$ cat config.mk
export PLATFORM = sky130hd
export DESIGN_NAME = dataflow_deadlock_monitor_flat
export DESIGN_NICKNAME = d
export VERILOG_FILES = /design/src/rtl/dataflow_deadlock_monitor_if.sv /design/src/rtl/dataflow_deadlock_monitor.sv /design/src/flat_wrapper.sv
export SDC_FILE = /design/constraint.sdc
export NUM_CORES = 1
export LEC_CHECK = 0
export CELL_PAD_IN_SITES_DETAIL_PLACEMENT = 0
export CELL_PAD_IN_SITES_GLOBAL_PLACEMENT = 1
export CORE_MARGIN = 2
export CORE_UTILIZATION = 41
export CTS_CLUSTER_SIZE = 24
export DETAILED_ROUTE_END_ITERATION = 8
export HOLD_SLACK_MARGIN = 0.08
export PLACE_DENSITY_LB_ADDON = 0.1
export SLEW_MARGIN = 5
export SYNTH_ARGS = -nofsm -noshare
export SYNTH_HDL_FRONTEND = slang
export SYNTH_SLANG_ARGS = --single-unit
$ cat constraint.sdc
create_clock -name clock -period 6.7 [get_ports clock]
set_input_delay 1.34 -clock clock [delete_from_list [all_inputs] [get_ports clock]]
set_output_delay 1.34 -clock clock [all_outputs]
set_load 0.05 [all_outputs]
$ cat src/rtl/dataflow_deadlock_monitor_if.sv
// Observation bundle for the dataflow deadlock monitor.
// master = monitored design/environment, slave = monitor.
interface dataflow_deadlock_monitor_if #(
   parameter int N_PROC = 4,
   parameter int IDW    = 2,
   parameter int CNT_W  = 16
);
   logic [N_PROC-1:0]        proc_blk;
   logic [N_PROC-1:0]        proc_done;
   logic [N_PROC*N_PROC-1:0] wait_vec;
   logic                     all_finish;
   logic                     clear;
   logic                     dl_detect;
   logic [IDW-1:0]           dl_origin;
   logic [IDW-1:0]           dl_entry;
   logic [N_PROC-1:0]        dl_visited;
   logic [CNT_W-1:0]         stall_cnt;
   logic                     busy;

   modport master (
      output proc_blk, proc_done, wait_vec, all_finish, clear,
      input  dl_detect, dl_origin, dl_entry, dl_visited, stall_cnt, busy
   );

   modport slave (
      input  proc_blk, proc_done, wait_vec, all_finish, clear,
      output dl_detect, dl_origin, dl_entry, dl_visited, stall_cnt, busy
   );
endinterface

$ cat src/rtl/dataflow_deadlock_monitor.sv
// Deadlock monitor for N dataflow processes: qualifies a stable stall,
// then walks the wait-for graph one hop per cycle until a loop closes.
module dataflow_deadlock_monitor #(
   parameter int N_PROC       = 4,
   parameter int IDW          = 2,
   parameter int STALL_CYCLES = 16,
   parameter int CNT_W        = 16
) (
   input logic                        clock,
   input logic                        reset,
   dataflow_deadlock_monitor_if.slave mon
);

   typedef enum logic [2:0] {
      IDLE,
      COUNT,
      WALK,
      HOLDOFF,
      REPORT
   } state_t;

   state_t            state_q;
   logic [N_PROC-1:0] blk_prev_q;
   logic [CNT_W-1:0]  stall_cnt_q;
   logic [IDW-1:0]    origin_q;
   logic [IDW-1:0]    cur_q;
   logic [N_PROC-1:0] visited_q;
   logic [IDW-1:0]    hop_q;
   logic              busy_q;
   logic              dl_detect_q;
   logic [IDW-1:0]    dl_origin_q;
   logic [IDW-1:0]    dl_entry_q;
   logic [N_PROC-1:0] dl_visited_q;

   logic [N_PROC-1:0] blk_eff;
   logic              changed;
   logic [N_PROC-1:0] row;
   logic              nxt_hit;
   logic [IDW-1:0]    nxt_idx;
   logic              nxt_seen;
   logic [IDW-1:0]    org_idx;
   logic [CNT_W-1:0]  cnt_inc_d;

   function automatic logic [IDW-1:0] lsb_idx(input logic [N_PROC-1:0] v);
      logic [IDW-1:0] r;
      r = '0;
      for (int i = N_PROC - 1; i >= 0; i--) begin
         if (v[i]) r = IDW'(i);
      end
      return r;
   endfunction

   function automatic logic [N_PROC-1:0] onehot(input logic [IDW-1:0] i);
      return N_PROC'(1) << i;
   endfunction

   always_comb begin
      blk_eff   = mon.proc_blk & ~mon.proc_done;
      changed   = (blk_eff != blk_prev_q);
      row       = mon.wait_vec[int'(cur_q)*N_PROC +: N_PROC] & blk_eff;
      nxt_hit   = |row;
      nxt_idx   = lsb_idx(row);
      nxt_seen  = visited_q[nxt_idx];
      org_idx   = lsb_idx(blk_eff);
      cnt_inc_d = (&stall_cnt_q) ? stall_cnt_q : stall_cnt_q + 1'b1;
   end

   always_ff @(posedge clock or negedge reset) begin
      if (!reset) begin
         state_q      <= IDLE;
         blk_prev_q   <= '0;
         stall_cnt_q  <= '0;
         origin_q     <= '0;
         cur_q        <= '0;
         visited_q    <= '0;
         hop_q        <= '0;
         busy_q       <= 1'b0;
         dl_detect_q  <= 1'b0;
         dl_origin_q  <= '0;
         dl_entry_q   <= '0;
         dl_visited_q <= '0;
      end else begin
         blk_prev_q <= blk_eff;
         if (mon.clear || mon.all_finish) begin
            state_q      <= IDLE;
            stall_cnt_q  <= '0;
            busy_q       <= 1'b0;
            dl_detect_q  <= 1'b0;
            dl_origin_q  <= '0;
            dl_entry_q   <= '0;
            dl_visited_q <= '0;
         end else begin
            unique case (state_q)
               IDLE: begin
                  if (|blk_eff) begin
                     state_q     <= COUNT;
                     stall_cnt_q <= CNT_W'(1);
                  end else begin
                     stall_cnt_q <= '0;
                  end
               end
               COUNT: begin
                  if (changed || !(|blk_eff)) begin
                     state_q     <= IDLE;
                     stall_cnt_q <= '0;
                  end else begin
                     stall_cnt_q <= cnt_inc_d;
                     if (stall_cnt_q == CNT_W'(STALL_CYCLES - 1)) begin
                        state_q   <= WALK;
                        busy_q    <= 1'b1;
                        origin_q  <= org_idx;
                        cur_q     <= org_idx;
                        visited_q <= onehot(org_idx);
                        hop_q     <= '0;
                     end
                  end
               end
               WALK: begin
                  if (changed) begin
                     state_q     <= IDLE;
                     stall_cnt_q <= '0;
                     busy_q      <= 1'b0;
                  end else if (!nxt_hit) begin
                     state_q <= HOLDOFF;
                     busy_q  <= 1'b0;
                  end else if (nxt_seen) begin
                     state_q      <= REPORT;
                     busy_q       <= 1'b0;
                     dl_detect_q  <= 1'b1;
                     dl_origin_q  <= origin_q;
                     dl_entry_q   <= nxt_idx;
                     dl_visited_q <= visited_q;
                  end else if (hop_q == IDW'(N_PROC - 1)) begin
                     // every node already visited: graph is malformed
                     state_q <= HOLDOFF;
                     busy_q  <= 1'b0;
                  end else begin
                     visited_q <= visited_q | onehot(nxt_idx);
                     cur_q     <= nxt_idx;
                     hop_q     <= hop_q + 1'b1;
                  end
               end
               HOLDOFF: begin
                  if (changed) begin
                     state_q     <= IDLE;
                     stall_cnt_q <= '0;
                  end
               end
               REPORT: begin
                  state_q <= REPORT;
               end
               default: begin
                  state_q <= IDLE;
                  busy_q  <= 1'b0;
               end
            endcase
         end
      end
   end

   assign mon.dl_detect  = dl_detect_q;
   assign mon.dl_origin  = dl_origin_q;
   assign mon.dl_entry   = dl_entry_q;
   assign mon.dl_visited = dl_visited_q;
   assign mon.stall_cnt  = stall_cnt_q;
   assign mon.busy       = busy_q;

endmodule

$ cat src/flat_wrapper.sv
// flat-port wrapper written by rule: the top's interface ports become plain ports
module dataflow_deadlock_monitor_flat 
#(
   parameter int N_PROC       = 4,
   parameter int IDW          = 2,
   parameter int STALL_CYCLES = 16,
   parameter int CNT_W        = 16
)
  (clock, reset, mon_proc_blk, mon_proc_done, mon_wait_vec, mon_all_finish, mon_clear, mon_dl_detect, mon_dl_origin, mon_dl_entry, mon_dl_visited, mon_stall_cnt, mon_busy);
  dataflow_deadlock_monitor_if #(.N_PROC(N_PROC), .IDW(IDW), .CNT_W(CNT_W)) mon_i ();
  input logic clock;
  input logic reset;
  input wire logic [$bits(mon_i.proc_blk)-1:0] mon_proc_blk;
  input wire logic [$bits(mon_i.proc_done)-1:0] mon_proc_done;
  input wire logic [$bits(mon_i.wait_vec)-1:0] mon_wait_vec;
  input wire logic [$bits(mon_i.all_finish)-1:0] mon_all_finish;
  input wire logic [$bits(mon_i.clear)-1:0] mon_clear;
  output wire logic [$bits(mon_i.dl_detect)-1:0] mon_dl_detect;
  output wire logic [$bits(mon_i.dl_origin)-1:0] mon_dl_origin;
  output wire logic [$bits(mon_i.dl_entry)-1:0] mon_dl_entry;
  output wire logic [$bits(mon_i.dl_visited)-1:0] mon_dl_visited;
  output wire logic [$bits(mon_i.stall_cnt)-1:0] mon_stall_cnt;
  output wire logic [$bits(mon_i.busy)-1:0] mon_busy;
  assign mon_i.proc_blk = mon_proc_blk;
  assign mon_i.proc_done = mon_proc_done;
  assign mon_i.wait_vec = mon_wait_vec;
  assign mon_i.all_finish = mon_all_finish;
  assign mon_i.clear = mon_clear;
  assign mon_dl_detect = mon_i.dl_detect;
  assign mon_dl_origin = mon_i.dl_origin;
  assign mon_dl_entry = mon_i.dl_entry;
  assign mon_dl_visited = mon_i.dl_visited;
  assign mon_stall_cnt = mon_i.stall_cnt;
  assign mon_busy = mon_i.busy;
  dataflow_deadlock_monitor #(.N_PROC(N_PROC), .IDW(IDW), .STALL_CYCLES(STALL_CYCLES), .CNT_W(CNT_W)) u_core (.clock(clock), .reset(reset), .mon(mon_i));
endmodule
==> summary.md, run 1 <==
| Metric | Value |
|---|---|
| Outcome | `finished clean` |
| Post-synth top flop | `dfrtp_1` |
| Setup Skew | `0.00913 ns` |
| Die height | `82.1 um` |
| Most frequent cells in the layout | `clkdlybuf4s50_1 (52), dfrtp_1 (43), nor2_1 (24)` |
| Fmax | `252 MHz` |
| CP Launch Type | `primary input` |
| Antenna cells | `0` |
| Setup TNS | `0 ns` |
| Pwr/cell area | `177 mW/mm^2` |
| Fill cells | `566` |
| Post-CTS Resized | `0` |
| EDFF count, synth | `0` |
| First-pass GRT wire length | `9.94 mm` |
| Area added between synthesis and finish | `27.1%` |
| Ys async rst share | `100%` |
| Via/cell ratio | `5.62` |
| Most common cell after layout, fill and taps aside | `clkdlybuf4s50_1` |
| Tmin final | `3.96 ns` |
| CTS tree | `done` |
| VDD IR max | `0.000111 V` |
| Share of cells above drive strength 1 | `5.88%` |
| Req. time, crit path | `6.93 ns` |
| Drt total wl | `5.97 mm` |
| Worst R2R Start | `u_core.cur_q[0]` |
| Initial Util | `42.2%` |
| Cts hold-fix bufs | `0` |
| Seq/Total Area, Yosys | `43.0%` |
| Horiz. Die Dim | `82.1 um` |
| Synthesized area per cell | `9.06 sq um` |
| Routability cong. | `0.886` |
| Clock buffer depth | `2` |
| Ys Warns | `0` |
| Worst slew pin tran | `0.970 ns` |
| Worst hold-check path type | `register to register` |
| GRT Total Usage | `19.3%` |
| Wirelength per Cell | `15.0 um` |
| Cts bufs inserted | `5` |
| Num Clock Sinks | `43` |
| Largest net degree at the start of global routing | `44` |
| Fraction of synthesized area in multiplexers | `7.96%` |
| Worst setup margin | `2.74 ns` |
| Clk_lat worst skew | `0.30 ns` |
| Nets | `352` |
| Post-synthesis xor/xnor area fraction | `1.40%` |
| Fin crit share | `59.1%` |
| Grt ovf | `0` |
| Buffers added on ports | `53` |
| Setup-failing EPs final | `0` |
| Setup crit start | `mon_proc_blk[1]` |
| Maximum Capacitance Violations | `0` |
| CORE AREA | `0.00592 sq mm` |
| DIE AREA | `0.00674 sq mm` |
| # rows | `28` |
| Mapped Cells | `276` |
| Via Count | `2238` |
| Reg clk slew, reported paths | `0.08 ns` |
| Top Ports | `54` |
| Yosys reg bits | `43` |
| Post-Synth Adder-Cell Area | `1.00%` |
| HPWL after DPL | `4.40 mm` |
| Crit Path Max Fanout | `11` |
| Pre-CTS WS | `2.46 ns` |
| Critical Path End Type | `register` |
| Synth Cell Area | `0.00250 sq mm` |
| Vias in the first global route | `2023` |
| Initial antenna violation count | `0` |
| Drt first pass iters | `4` |
| Root buf cell | `clkbuf_8` |
| WP data arrival | `4.19 ns` |
| Crit path kind | `primary input to register` |
| Number of setup buffers added after CTS | `0` |
| DRT antenna net count | `0` |
| RSZ-0062 raised after global routing | `no` |
| 1st-iter DRT viols | `172` |
| Post-synth cell types | `51` |
| Pleak | `0.00126 uW` |
| Syn nets | `306` |
| # DRC | `0` |
| Hold Startpoint | `u_core.hop_q[0]` |
| Headroom to the max-slew limit | `35.4%` |
| Fin. max-slew vios | `0` |
| Hold Fails Final Rpt | `0` |
| Post-synthesis simple-gate area fraction | `24.5%` |
| Largest family of logic cells by synthesized area | `simple AND/OR/NAND/NOR gates` |
| H-tree depth | `2` |
| Synth Area in Compound Gates | `17.4%` |
==> cell families after synthesis <==
kind of cell / Yosys count
buffers and inverters: 25
multiplexers: 17
AND/OR/NAND/NOR: 115
adder cells (fa/ha/maj): 2
XOR/XNOR: 4
flip-flops: 43
AO/OA/AOI/OAI: 70
==> layer usage <==
metal | wire length (um) | track usage, %
met1 | 2960 | 28.3
met2 | 2700 | 27.7
met3 | 240 | 4.29
met4 | 70 | 6.33
met5 | 0 | 0
==> worst max-delay path, stage by stage <==
cell	delay [ns]
clkdlybuf4s50_1	0.44
nor2b_1	0.55
xnor2_1	0.21
nand4_1	0.33
or4_1	0.89
or2_0	0.30
a21oi_1	0.11
==> report_power, final <==
| group | switching (uW) | leakage, uW | total, uW | internal [uW] |
|---|---|---|---|---|
| sequential | 3.16 | 0.000585 | 265 | 262 |
| combinational | 30.1 | 0.000607 | 57.5 | 27.4 |
| clock | 90.2 | 0.0000654 | 239 | 149 |
| total | 123 | 0.00126 | 562 | 438 |
==> flip-flops by register name, indices dropped and copies added (netlist names) <==
signal                 cells
u_core.mon.busy            1
u_core.blk_prev_q          4
u_core.mon.dl_origin       2
u_core.mon.dl_detect       1
u_core.cur_q               2
u_core.origin_q            2
u_core.visited_q           4
u_core.mon.stall_cnt      16
u_core.mon.dl_entry        2
u_core.state_q             3
u_core.hop_q               2
u_core.mon.dl_visited      4
==> final cells by class <==
type | count | area [sq um] | area share, %
Multi-Input combinational cell | 208 | 1310 | 41.1
Sequential cell | 43 | 1080 | 33.9
Timing Repair Buffer | 54 | 533 | 16.8
Tap cell | 75 | 93.8 | 2.95
Clock buffer | 6 | 72.6 | 2.28
Clock inverter | 2 | 60.1 | 1.89
Inverter | 10 | 37.5 | 1.18
==> path summary, 6_finish.rpt <==
kind	to	slack (ns)	cells past startpoint
worst max-delay path	u_core.mon.dl_entry[1]	2.74	7
worst min-delay path	u_core.hop_q[0]	0.49	1
worst max register to register	u_core.mon.dl_entry[1]	3.72	7
worst min register to register	u_core.hop_q[0]	0.49	1
max in group asynchronous	u_core.cur_q[1]	4.90	1
min in group asynchronous	u_core.mon.stall_cnt[12]	1.19	1
==> metrics by stage <==
| stage | hold WS, ns | std cells | instance area (sq um) | power [uW] | utilization, % |
|---|---|---|---|---|---|
| floorplan | 0.457 | 276 | 2500 | 300 | - |
| global placement | 0.474 | 390 | 3050 | 328 | 51.4 |
| detailed placement | 0.488 | 390 | 3050 | 328 | 51.4 |
| CTS | 0.498 | 398 | 3180 | 569 | 53.7 |
| global route | 0.517 | 398 | 3180 | 586 | 53.7 |
| finish | 0.490 | 398 | 3180 | 562 | 53.7 |
==> cell usage after synthesis, types with 2 or more instances <==
cell type / number / area, sq um
a21oi_1: 21 / 105
a221oi_1: 2 / 17.5
a22o_1: 2 / 17.5
a2bb2oi_1: 2 / 17.5
a311oi_1: 3 / 26.3
a31oi_1: 2 / 12.5
and2_1: 2 / 12.5
and3_1: 3 / 18.8
and4_1: 2 / 17.5
buf_2: 2 / 10.0
buf_6: 3 / 33.8
clkbuf_1: 9 / 33.8
dfrtp_1: 43 / 1080
ha_1: 2 / 25.0
inv_1: 9 / 33.8
mux2_2: 3 / 33.8
mux2i_1: 12 / 120
mux4_2: 2 / 45.0
nand2_1: 21 / 78.8
nand2b_1: 7 / 43.8
nand3_1: 7 / 35.0
nand3b_1: 2 / 15.0
nand4_1: 6 / 37.5
nor2_1: 24 / 90.1
nor2b_1: 4 / 25.0
nor3_1: 11 / 55.1
nor4_1: 4 / 25.0
o21ai_0: 19 / 95.1
o21ai_1: 2 / 10.0
o22ai_1: 3 / 18.8
o31ai_1: 6 / 45.0
or2_2: 2 / 12.5
or3_1: 6 / 37.5
or4_1: 8 / 60.1
xnor2_1: 4 / 35.0
Power figures use the tool's default switching activity.
==> inputs of run 2 (changes only) <==
CORE_UTILIZATION = 34   (was 41)
clock period = 3.2 ns   (was 6.7 ns; I/O delays follow)
==> run 2 against run 1 <==
Routed wire length rose by 7.1%. Cell count rose by 12%. Global-route usage fell by 3.0 points. Critical path type unchanged. Sequential cell count did not move. Largest cell class unchanged. Sequential share of layout area fell by 1.8 points. Sequential power rose by 110%. Non-clock buffer count rose by 23.
==> summary.md, run 2 (synthesized netlist as in run 1, its figures left out) <==
| Metric | Value |
|---|---|
| Worst path bufs/invs | `2` |
| Delay-heaviest family, CP | `simple AND/OR/NAND/NOR gates` |
| DRT antenna net count | `0` |
| Multi-input logic area | `0.00131 sq mm` |
| Logic pwr share | `12.9%` |
| Max reg flops | `16` |
| Seq pwr share | `52.5%` |
| Crit path kind | `primary input to register` |
| Reg clk slew, reported paths | `0.09 ns` |
| Wirelength per Cell | `14.4 um` |
| GRT Total Usage | `16.2%` |
| Core Util, Final | `46.7%` |
| Num Clock Sinks | `43` |
| Clk_lat worst skew | `0.30 ns` |
| Fin. max-slew vios | `0` |
| Setup Skew | `0.00838 ns` |
| Number of setup buffers added after CTS | `0` |
| Area added between synthesis and finish | `34.1%` |
| RSZ-0062 raised after global routing | `no` |
| Via/cell ratio | `5.22` |
| Critical Path End Type | `register` |
| VDD IR max | `0.000186 V` |
| Initial antenna violation count | `0` |
| Largest net degree at the start of global routing | `44` |
| Req. time, crit path | `3.39 ns` |
| Int Pwr | `775 uW` |
| Most common cell after layout, fill and taps aside | `clkdlybuf4s50_1` |
| Post-CTS Resized | `0` |
| Hold Fails Final Rpt | `0` |
| Outcome | `finished clean` |
| FF+latch area | `0.00108 sq mm` |
| CTS tree | `done` |
| Worst setup margin | `0.305 ns` |
| First-pass GRT wire length | `10.8 mm` |
| Share of cells above drive strength 1 | `12.4%` |
| Pre-CTS WS | `-0.0160 ns` |
| Maximum Capacitance Violations | `0` |
| Pwr/cell area | `315 mW/mm^2` |
| Grt ovf | `0` |
| Fill cells | `709` |
| Worst slew pin tran | `0.991 ns` |
| Cts bufs inserted | `5` |
| WP data arrival | `3.09 ns` |
| CP Cell Sequence | `clkdlybuf4s50_1, mux4_2, and2_1, a221oi_1, o22ai_1, or4_1, buf_4, mux2i_1, nor2_1` |
| CP Launch Type | `primary input` |
| Worst hold-check path type | `register to register` |
| Setup TNS | `0 ns` |
| Root buf cell | `clkbuf_8` |
| Crit Path Max Fanout | `5` |
| Buffers added on ports | `53` |
| Cts hold-fix bufs | `0` |
| Antenna cells | `0` |
| # DRC | `0` |
| Headroom to the max-slew limit | `34.0%` |
| Fmax | `345 MHz` |
| Drt first pass iters | `4` |
| Nets | `375` |
| DIE AREA | `0.00805 sq mm` |
| Most frequent cells in the layout | `clkdlybuf4s50_1 (52), dfrtp_1 (43), nor2_1 (24)` |
| CORE AREA | `0.00718 sq mm` |
| Drt total wl | `6.39 mm` |
| Clock buffer depth | `2` |
| Setup-failing EPs final | `0` |
| Via Count | `2322` |
| Slowest Stage Delay on Critical Path | `0.60 ns` |
| Vias in the first global route | `2188` |
| Fin crit share | `90.5%` |
| Die height | `89.7 um` |
| Horiz. Die Dim | `89.7 um` |
| Pleak | `0.00135 uW` |
| Max stage delay cell, worst path | `or4_1` |
| # rows | `31` |
| Sw Share | `26.7%` |
| Tmin final | `2.89 ns` |
| H-tree depth | `2` |
| 1st-iter DRT viols | `149` |
| Net Sw Power | `283 uW` |
| Initial Util | `34.8%` |
| Clock power share | `34.5%` |
| HPWL after DPL | `4.85 mm` |
| Routability cong. | `0.784` |
| Top Ports | `54` |
-- run 2: final timing paths --
kind | cells after the start | slack, ns | start | endpoint
worst max-delay path | 9 | 0.31 | mon_wait_vec[13] | u_core.mon.dl_origin[0]
worst min-delay path | 1 | 0.49 | u_core.hop_q[0] | u_core.hop_q[0]
worst max register to register | 8 | 0.45 | u_core.cur_q[1] | u_core.mon.dl_origin[0]
worst min register to register | 1 | 0.49 | u_core.hop_q[0] | u_core.hop_q[0]
max in group asynchronous | 1 | 2.09 | reset | u_core.mon.stall_cnt[0]
min in group asynchronous | 1 | 0.50 | reset | u_core.mon.stall_cnt[13]
-- run 2: metrics by stage --
step           total power (uW)  cells  hold WS, ns  instance area (sq um)
3_3_place_gp                705    437        0.477                   3260
6_report                   1060    445        0.490                   3350
4_1_cts                    1070    445        0.495                   3350
2_1_floorplan               629    276        0.344                   2500
5_1_grt                    1120    445        0.509                   3350
3_5_place_dp                704    437        0.482                   3260
-- run 2: per-layer routing --
layer	part of all wire, %	global-route usage [%]	vias to the layer above	routed length, um
li1	-	-	1162	-
met1	53	25.1	1107	3370
met2	42	23.2	48	2710
met3	4.0	3.35	5	256
met4	0.83	3.46	0	53
met5	0	0	-	0
-- run 2: area by class of cell --
cell class              instances  area share (%)
clock buffers                   5            2.05
clock inverters                 3           0.709
inverters                      10            1.12
well taps                      99            3.69
multi-input cells             208            38.9
repair buffers                 77            21.4
flip-flops and latches         43            32.1
-- run 2: power by group through the flow --
stage	Sequential [uW]	Clock, uW	Combinational, uW
floorplan	565	0	63.9
global placement	566	0	138
detailed placement	566	0	138
CTS	556	379	138
global route	557	407	153
finish	556	365	137
==> inputs of run 3 (changes only) <==
--- a/constraint.sdc
+++ b/constraint.sdc
@@ -3,2 +3,2 @@
 set_output_delay 0.64 -clock clock [all_outputs]
-set_load 0.05 [all_outputs]
+set_load 0.02 [all_outputs]
==> results of run 3 <==
The final DEF is identical to that of run 2. Status: finished clean.
